==> src/rtl/aes_v3_colseq.sv <==
// aes_v3_colseq: column sequencer around an external single-byte AES unit.
// It walks the four bytes of a 32-bit state column through the byte unit
// and XOR-accumulates each partial result onto a seed word (for example a
// round-key word). Supported operations are SubBytes-only, MixColumns-only
// and, when enabled, the combined Sub-then-Mix sequence.
//
// Optional feature macro: AES_V3_COLSEQ_FULL_EN
//   defined   -> op 2'b10 runs Sub then Mix per byte, using a tmp register
//   undefined -> op 2'b10 is reported as reserved and tmp is not built
module aes_v3_colseq (
    input  logic        g_clk,
    input  logic        g_reset,
    input  logic        in_valid,
    output logic        in_ready,
    input  logic [1:0]  in_op,
    input  logic        in_dec,
    input  logic [31:0] in_rs1,
    input  logic [31:0] in_rs2,
    output logic        out_valid,
    input  logic        out_ready,
    output logic [31:0] out_rd,
    output logic        out_err,
    output logic        u_valid,
    output logic        u_dec,
    output logic        u_mix,
    output logic [1:0]  u_bs,
    output logic [31:0] u_rs1,
    input  logic [31:0] u_rd
);

    localparam logic [1:0] OP_SUB  = 2'b00;
    localparam logic [1:0] OP_MIX  = 2'b01;
    localparam logic [1:0] OP_FULL = 2'b10;

    typedef enum logic [1:0] {
        S_IDLE = 2'b00,
        S_SUB  = 2'b01,
        S_MIX  = 2'b10,
        S_DONE = 2'b11
    } state_t;

    // An op is reserved when it has no sequence behind it in this build.
    function automatic logic op_is_reserved(input logic [1:0] op);
        logic res;
        case (op)
            OP_SUB:  res = 1'b0;
            OP_MIX:  res = 1'b0;
`ifdef AES_V3_COLSEQ_FULL_EN
            OP_FULL: res = 1'b0;
`else
            OP_FULL: res = 1'b1;
`endif
            default: res = 1'b1;
        endcase
        return res;
    endfunction

    state_t      state_q;
    logic        dec_q;
    logic [31:0] rs1_q;
    logic [31:0] acc_q;
    logic [1:0]  bs_q;
    logic        in_ready_q;
    logic        out_valid_q;
    logic        out_err_q;
    logic [31:0] out_rd_q;
`ifdef AES_V3_COLSEQ_FULL_EN
    logic [31:0] tmp_q;
    logic        full_q;
`endif

    logic [31:0] acc_d;
    logic [1:0]  bs_d;
    logic        last_s;
    logic        full_s;

    // Next accumulator / byte-select values and the "last byte" condition.
    always_comb begin
        acc_d  = acc_q ^ u_rd;
        bs_d   = bs_q + 2'd1;
        last_s = (bs_q == 2'd3);
`ifdef AES_V3_COLSEQ_FULL_EN
        full_s = full_q;
`else
        full_s = 1'b0;
`endif
    end

    // Byte-unit drive, decoded from registered state; the operand is
    // forced to zero whenever the unit is not in use so it does not toggle.
    always_comb begin
        u_valid = 1'b0;
        u_mix   = 1'b0;
        u_rs1   = 32'h0000_0000;
        u_dec   = dec_q;
        u_bs    = bs_q;
        case (state_q)
            S_SUB: begin
                u_valid = 1'b1;
                u_mix   = 1'b0;
                u_rs1   = rs1_q;
            end
            S_MIX: begin
                u_valid = 1'b1;
                u_mix   = 1'b1;
`ifdef AES_V3_COLSEQ_FULL_EN
                if (full_s) begin
                    u_rs1 = tmp_q;
                end else begin
                    u_rs1 = rs1_q;
                end
`else
                u_rs1   = rs1_q;
`endif
            end
            default: begin
                u_valid = 1'b0;
                u_mix   = 1'b0;
                u_rs1   = 32'h0000_0000;
            end
        endcase
    end

    // Sequencer FSM with registered handshake and result outputs.
    always_ff @(posedge g_clk) begin
        if (g_reset) begin
            state_q     <= S_IDLE;
            dec_q       <= 1'b0;
            rs1_q       <= 32'h0000_0000;
            acc_q       <= 32'h0000_0000;
            bs_q        <= 2'd0;
            in_ready_q  <= 1'b1;
            out_valid_q <= 1'b0;
            out_err_q   <= 1'b0;
            out_rd_q    <= 32'h0000_0000;
`ifdef AES_V3_COLSEQ_FULL_EN
            tmp_q       <= 32'h0000_0000;
            full_q      <= 1'b0;
`endif
        end else begin
            case (state_q)
                S_IDLE: begin
                    if (in_valid && in_ready_q) begin
                        dec_q      <= in_dec;
                        rs1_q      <= in_rs1;
                        acc_q      <= in_rs2;
                        bs_q       <= 2'd0;
                        in_ready_q <= 1'b0;
`ifdef AES_V3_COLSEQ_FULL_EN
                        full_q     <= (in_op == OP_FULL);
`endif
                        if (op_is_reserved(in_op)) begin
                            // Reserved ops skip the unit and return the seed.
                            state_q     <= S_DONE;
                            out_valid_q <= 1'b1;
                            out_err_q   <= 1'b1;
                            out_rd_q    <= in_rs2;
                        end else if (in_op == OP_MIX) begin
                            state_q <= S_MIX;
                        end else begin
                            state_q <= S_SUB;
                        end
                    end
                end
                S_SUB: begin
                    if (full_s) begin
                        // Combined op: park the substituted byte for the Mix step.
`ifdef AES_V3_COLSEQ_FULL_EN
                        tmp_q <= u_rd;
`endif
                        state_q <= S_MIX;
                    end else begin
                        acc_q <= acc_d;
                        bs_q  <= bs_d;
                        if (last_s) begin
                            state_q     <= S_DONE;
                            out_valid_q <= 1'b1;
                            out_err_q   <= 1'b0;
                            out_rd_q    <= acc_d;
                        end else begin
                            state_q <= S_SUB;
                        end
                    end
                end
                S_MIX: begin
                    acc_q <= acc_d;
                    bs_q  <= bs_d;
                    if (last_s) begin
                        state_q     <= S_DONE;
                        out_valid_q <= 1'b1;
                        out_err_q   <= 1'b0;
                        out_rd_q    <= acc_d;
                    end else if (full_s) begin
                        state_q <= S_SUB;
                    end else begin
                        state_q <= S_MIX;
                    end
                end
                S_DONE: begin
                    // Result is held until taken; in_ready rises one cycle
                    // after the handoff so no request slips in during it.
                    if (out_ready) begin
                        state_q     <= S_IDLE;
                        in_ready_q  <= 1'b1;
                        out_valid_q <= 1'b0;
                        out_err_q   <= 1'b0;
                        out_rd_q    <= 32'h0000_0000;
                    end
                end
                default: begin
                    state_q     <= S_IDLE;
                    in_ready_q  <= 1'b1;
                    out_valid_q <= 1'b0;
                    out_err_q   <= 1'b0;
                    out_rd_q    <= 32'h0000_0000;
                end
            endcase
        end
    end

    assign in_ready  = in_ready_q;
    assign out_valid = out_valid_q;
    assign out_err   = out_err_q;
    assign out_rd    = out_rd_q;

endmodule
==> config.mk <==
export PLATFORM = sky130hd
export DESIGN_NAME = aes_v3_colseq
export DESIGN_NICKNAME = d
export VERILOG_FILES = /design/src/rtl/aes_v3_colseq.sv
export SDC_FILE = /design/constraint.sdc
export NUM_CORES = 1
export LEC_CHECK = 0
export ABC_AREA = 1
export BUFFER_PORTS_ARGS = -buffer_cell sky130_fd_sc_hd__buf_2
export CORE_MARGIN = 4
export CORE_UTILIZATION = 50
export DETAILED_ROUTE_END_ITERATION = 6
export GPL_TIMING_DRIVEN = 0
export PLACE_DENSITY = 0.85
export SLEW_MARGIN = 15
export SYNTH_ARGS = -nofsm -noshare
export SYNTH_HDL_FRONTEND = slang
export SYNTH_SLANG_ARGS = --single-unit
==> constraint.sdc <==
create_clock -name g_clk -period 4.1 [get_ports g_clk]
set_clock_uncertainty 0.2 [all_clocks]
set_input_delay 0 -clock g_clk [delete_from_list [all_inputs] [get_ports g_clk]]
set_output_delay 0 -clock g_clk [all_outputs]
set_load 0.01 [all_outputs]
==> results.sh <==
export IMPL_dieWidth_um=116
export IMPL_boundaryPins=175
export IMPL_end_kind="flip-flop"
export IMPL_ant_nets=0
export IMPL_synth_seq_cells=104
export IMPL_cp_arrival_ns=2.91
export IMPL_tritoncts="built"
export IMPL_viasPerCell=5.34
export IMPL_timing_final_crit_share_pct=68.8
export IMPL_clk_pin_slew_ns=0.07
export IMPL_yosysTopAreaCell="dfxtp_1"
export IMPL_start_kind="flip-flop"
export IMPL_worst_slew_pin_slew_ns=0.572
export IMPL_grt_max_degree=17
export IMPL_die_area_um2=13300
export IMPL_crit_type="flip-flop to flip-flop"
export IMPL_powerDensity_nw_per_um2=725
export IMPL_post_cts_buffers=0
export IMPL_hold_viol_final=0
export IMPL_hp_class="input port to flip-flop"
export IMPL_violations="DRC"
export IMPL_slew_headroom_pct=61.9
export IMPL_grt_usage_pct=31.5
export IMPL_numCtsBuffers=9
export IMPL_clkLatencyLatePin_ns=0.35
export IMPL_routedWlPerCell_um=15.2
export IMPL_start_util_pct=52.2
export IMPL_fin_area_um2=8490
export IMPL_syn_nets=1038
export IMPL_grt_first_pass_wirelength_um=34000
export IMPL_status="complete, but fails checks"
export IMPL_layout_commonest_cell="nand2_1"
export IMPL_rsz0062_at_grt="no"
export IMPL_htreeDepth=3
export IMPL_ys_flop_type="dfxtp_1"
export IMPL_ctsRootBufferMaster="clkbuf_16"
export IMPL_synth_area_leaders="dfxtp_1, nand2_1, nand3_1"
export IMPL_syn_area_um2=5780
export IMPL_final_min_clock_period_ns=2.82
export IMPL_maxCapViolations=0
export IMPL_dr_total_vias=7451
export IMPL_routed_wl_um=21200
export IMPL_io_buffers=174
export IMPL_whs_ns=0.0735
export IMPL_grt_pass1_vias=7273
export IMPL_netlist_instances=929
export IMPL_pre_cts_ws_ns=1.96
export IMPL_clock_tree_buffer_depth=2
export IMPL_ys_types=19
export IMPL_setup_violations=0
export IMPL_drt_pass1_iter_count=7
export IMPL_drcViolationCount=16
export IMPL_ir_drop_v=0.000482
export IMPL_synth_edf_count=0
export IMPL_drv_slew=0
export IMPL_crit_required_ns=4.19
export IMPL_yosys_area_top_type_share_pct=36.0
export IMPL_nNetsFinal=1360
export IMPL_cts_sinks=104
export IMPL_setup_slack_ns=1.28
export IMPL_grt_remaining_overflow=0
export IMPL_ys_async_sr_fraction_pct=0
export IMPL_final_cell_mix="nand2_1, buf_2, inv_1"
export IMPL_layout_drive_gt1_share_pct=17.7
export IMPL_antenna_found_initial=0
export IMPL_std_cell_rows=38
export IMPL_drtIter0Drc=868
export IMPL_p_leak_nw=4.70
export IMPL_ys_warn_count=0
export IMPL_tns_ns=0
export IMPL_area_growth_syn_to_layout_pct=47.0
export IMPL_die_y_um=116
export IMPL_seq_area_frac_synth_pct=36.0
export IMPL_syn_area_per_cell_um2=6.22
export IMPL_fmax_mhz=355
export IMPL_critPathMaxFanout=10
export IMPL_place_gp_congestion=0.856
export IMPL_placed_area_um2=6820
export IMPL_insertedDiodeCount=0
export IMPL_dp_hpwl_um=12800
export IMPL_core_um2=11100
==> metrics by stage <==
stage	util, %	total power [W]	std cells
final	76.7	0.00616	1395
after global routing	76.7	0.00662	1395
after CTS	76.7	0.00598	1395
after detailed placement	61.6	0.00473	1243
after global placement	61.6	0.00466	1243
after floorplan	-	0.00381	929
==> path summary, 6_finish.rpt <==
kind	from	endpoint	slack, ns	cells past startpoint
worst max-delay path	state_q[0]$_SDFFE_PP0P_	acc_q[1]$_SDFFE_PP0P_	1.28	10
worst min-delay path	in_valid	out_rd[31]$_SDFFE_PP0P_	0.07	6
worst max register to register	state_q[0]$_SDFFE_PP0P_	acc_q[1]$_SDFFE_PP0P_	1.28	10
worst min register to register	rs1_q[21]$_SDFFE_PP0P_	rs1_q[21]$_SDFFE_PP0P_	0.25	2
==> cell families (layout without fill, tap and decap cells) <==
logic type | Yosys count | in the layout | synth area share [%]
AO/OA/AOI/OAI | 106 | 106 | 10.6
flip-flops | 104 | 104 | 36.0
buffers and inverters | 229 | 555 | 16.0
AND/OR/NAND/NOR | 484 | 484 | 36.1
adder cells (fa/ha/maj) | 6 | 6 | 1.30
==> critical path, stage by stage, from the launching register on <==
cell,delay (ns)
dfxtp_1,0.39
inv_1,0.10
ha_1,0.35
buf_6,0.16
inv_1,0.15
clkbuf_1,0.47
nand2_1,0.12
nand3_1,0.11
dlygate4sd3_1,0.54
nand3_1,0.07
inv_1,0.08
==> metal layers <==
layer  share of wire, %  up-vias  global-route usage [%]
met5                  0        -                       0
li1                   -     3552                       -
met3                9.6      100                    6.01
met1                 38     3293                    36.1
met2                 49      506                    56.3
met4                4.0        0                    15.3
==> report_power, final <==
group	switching (W)	total [W]	leakage, nW	internal, W
registers	0.000174	0.00153	0.860	0.00135
logic	0.00230	0.00376	3.70	0.00146
clock network	0.000390	0.000879	0.142	0.000490
==> cells in the mapped netlist, types with 4 or more instances <==
library cell / instances
ha_1: 6
clkbuf_1: 23
nand2_1: 238
nand4_1: 34
dfxtp_1: 104
buf_4: 7
o21bai_1: 32
buf_1: 4
nor2_1: 74
buf_2: 21
nand3_1: 134
inv_1: 171
o21ai_0: 37
a21oi_1: 36
==> final cells by class <==
class / instances / area, um^2
tap: 140 / 175
sequential: 104 / 2080
fill: 750 / 2580
timing repair buffer: 311 / 2240
clock buffer: 11 / 243
buffer: 57 / 282
clock inverter: 4 / 55.1
inverter: 172 / 646
multi-input combinational: 596 / 2770
==> sequential cells by signal, indices dropped and copies added, names as in the netlist <==
| register | flops |
|---|---|
| out_rd | 32 |
| in_ready | 1 |
| acc_q | 32 |
| rs1_q | 32 |
| out_err | 1 |
| out_valid | 1 |
| u_dec | 1 |
| u_bs | 2 |
| state_q | 2 |
==> what timing repair did <==
action	4_1_cts	5_1_grt
resized for setup	0	0
hold endpoints to repair	102	0
hold buffers	137	0
No activity file was read; power rests on OpenSTA's default activity.
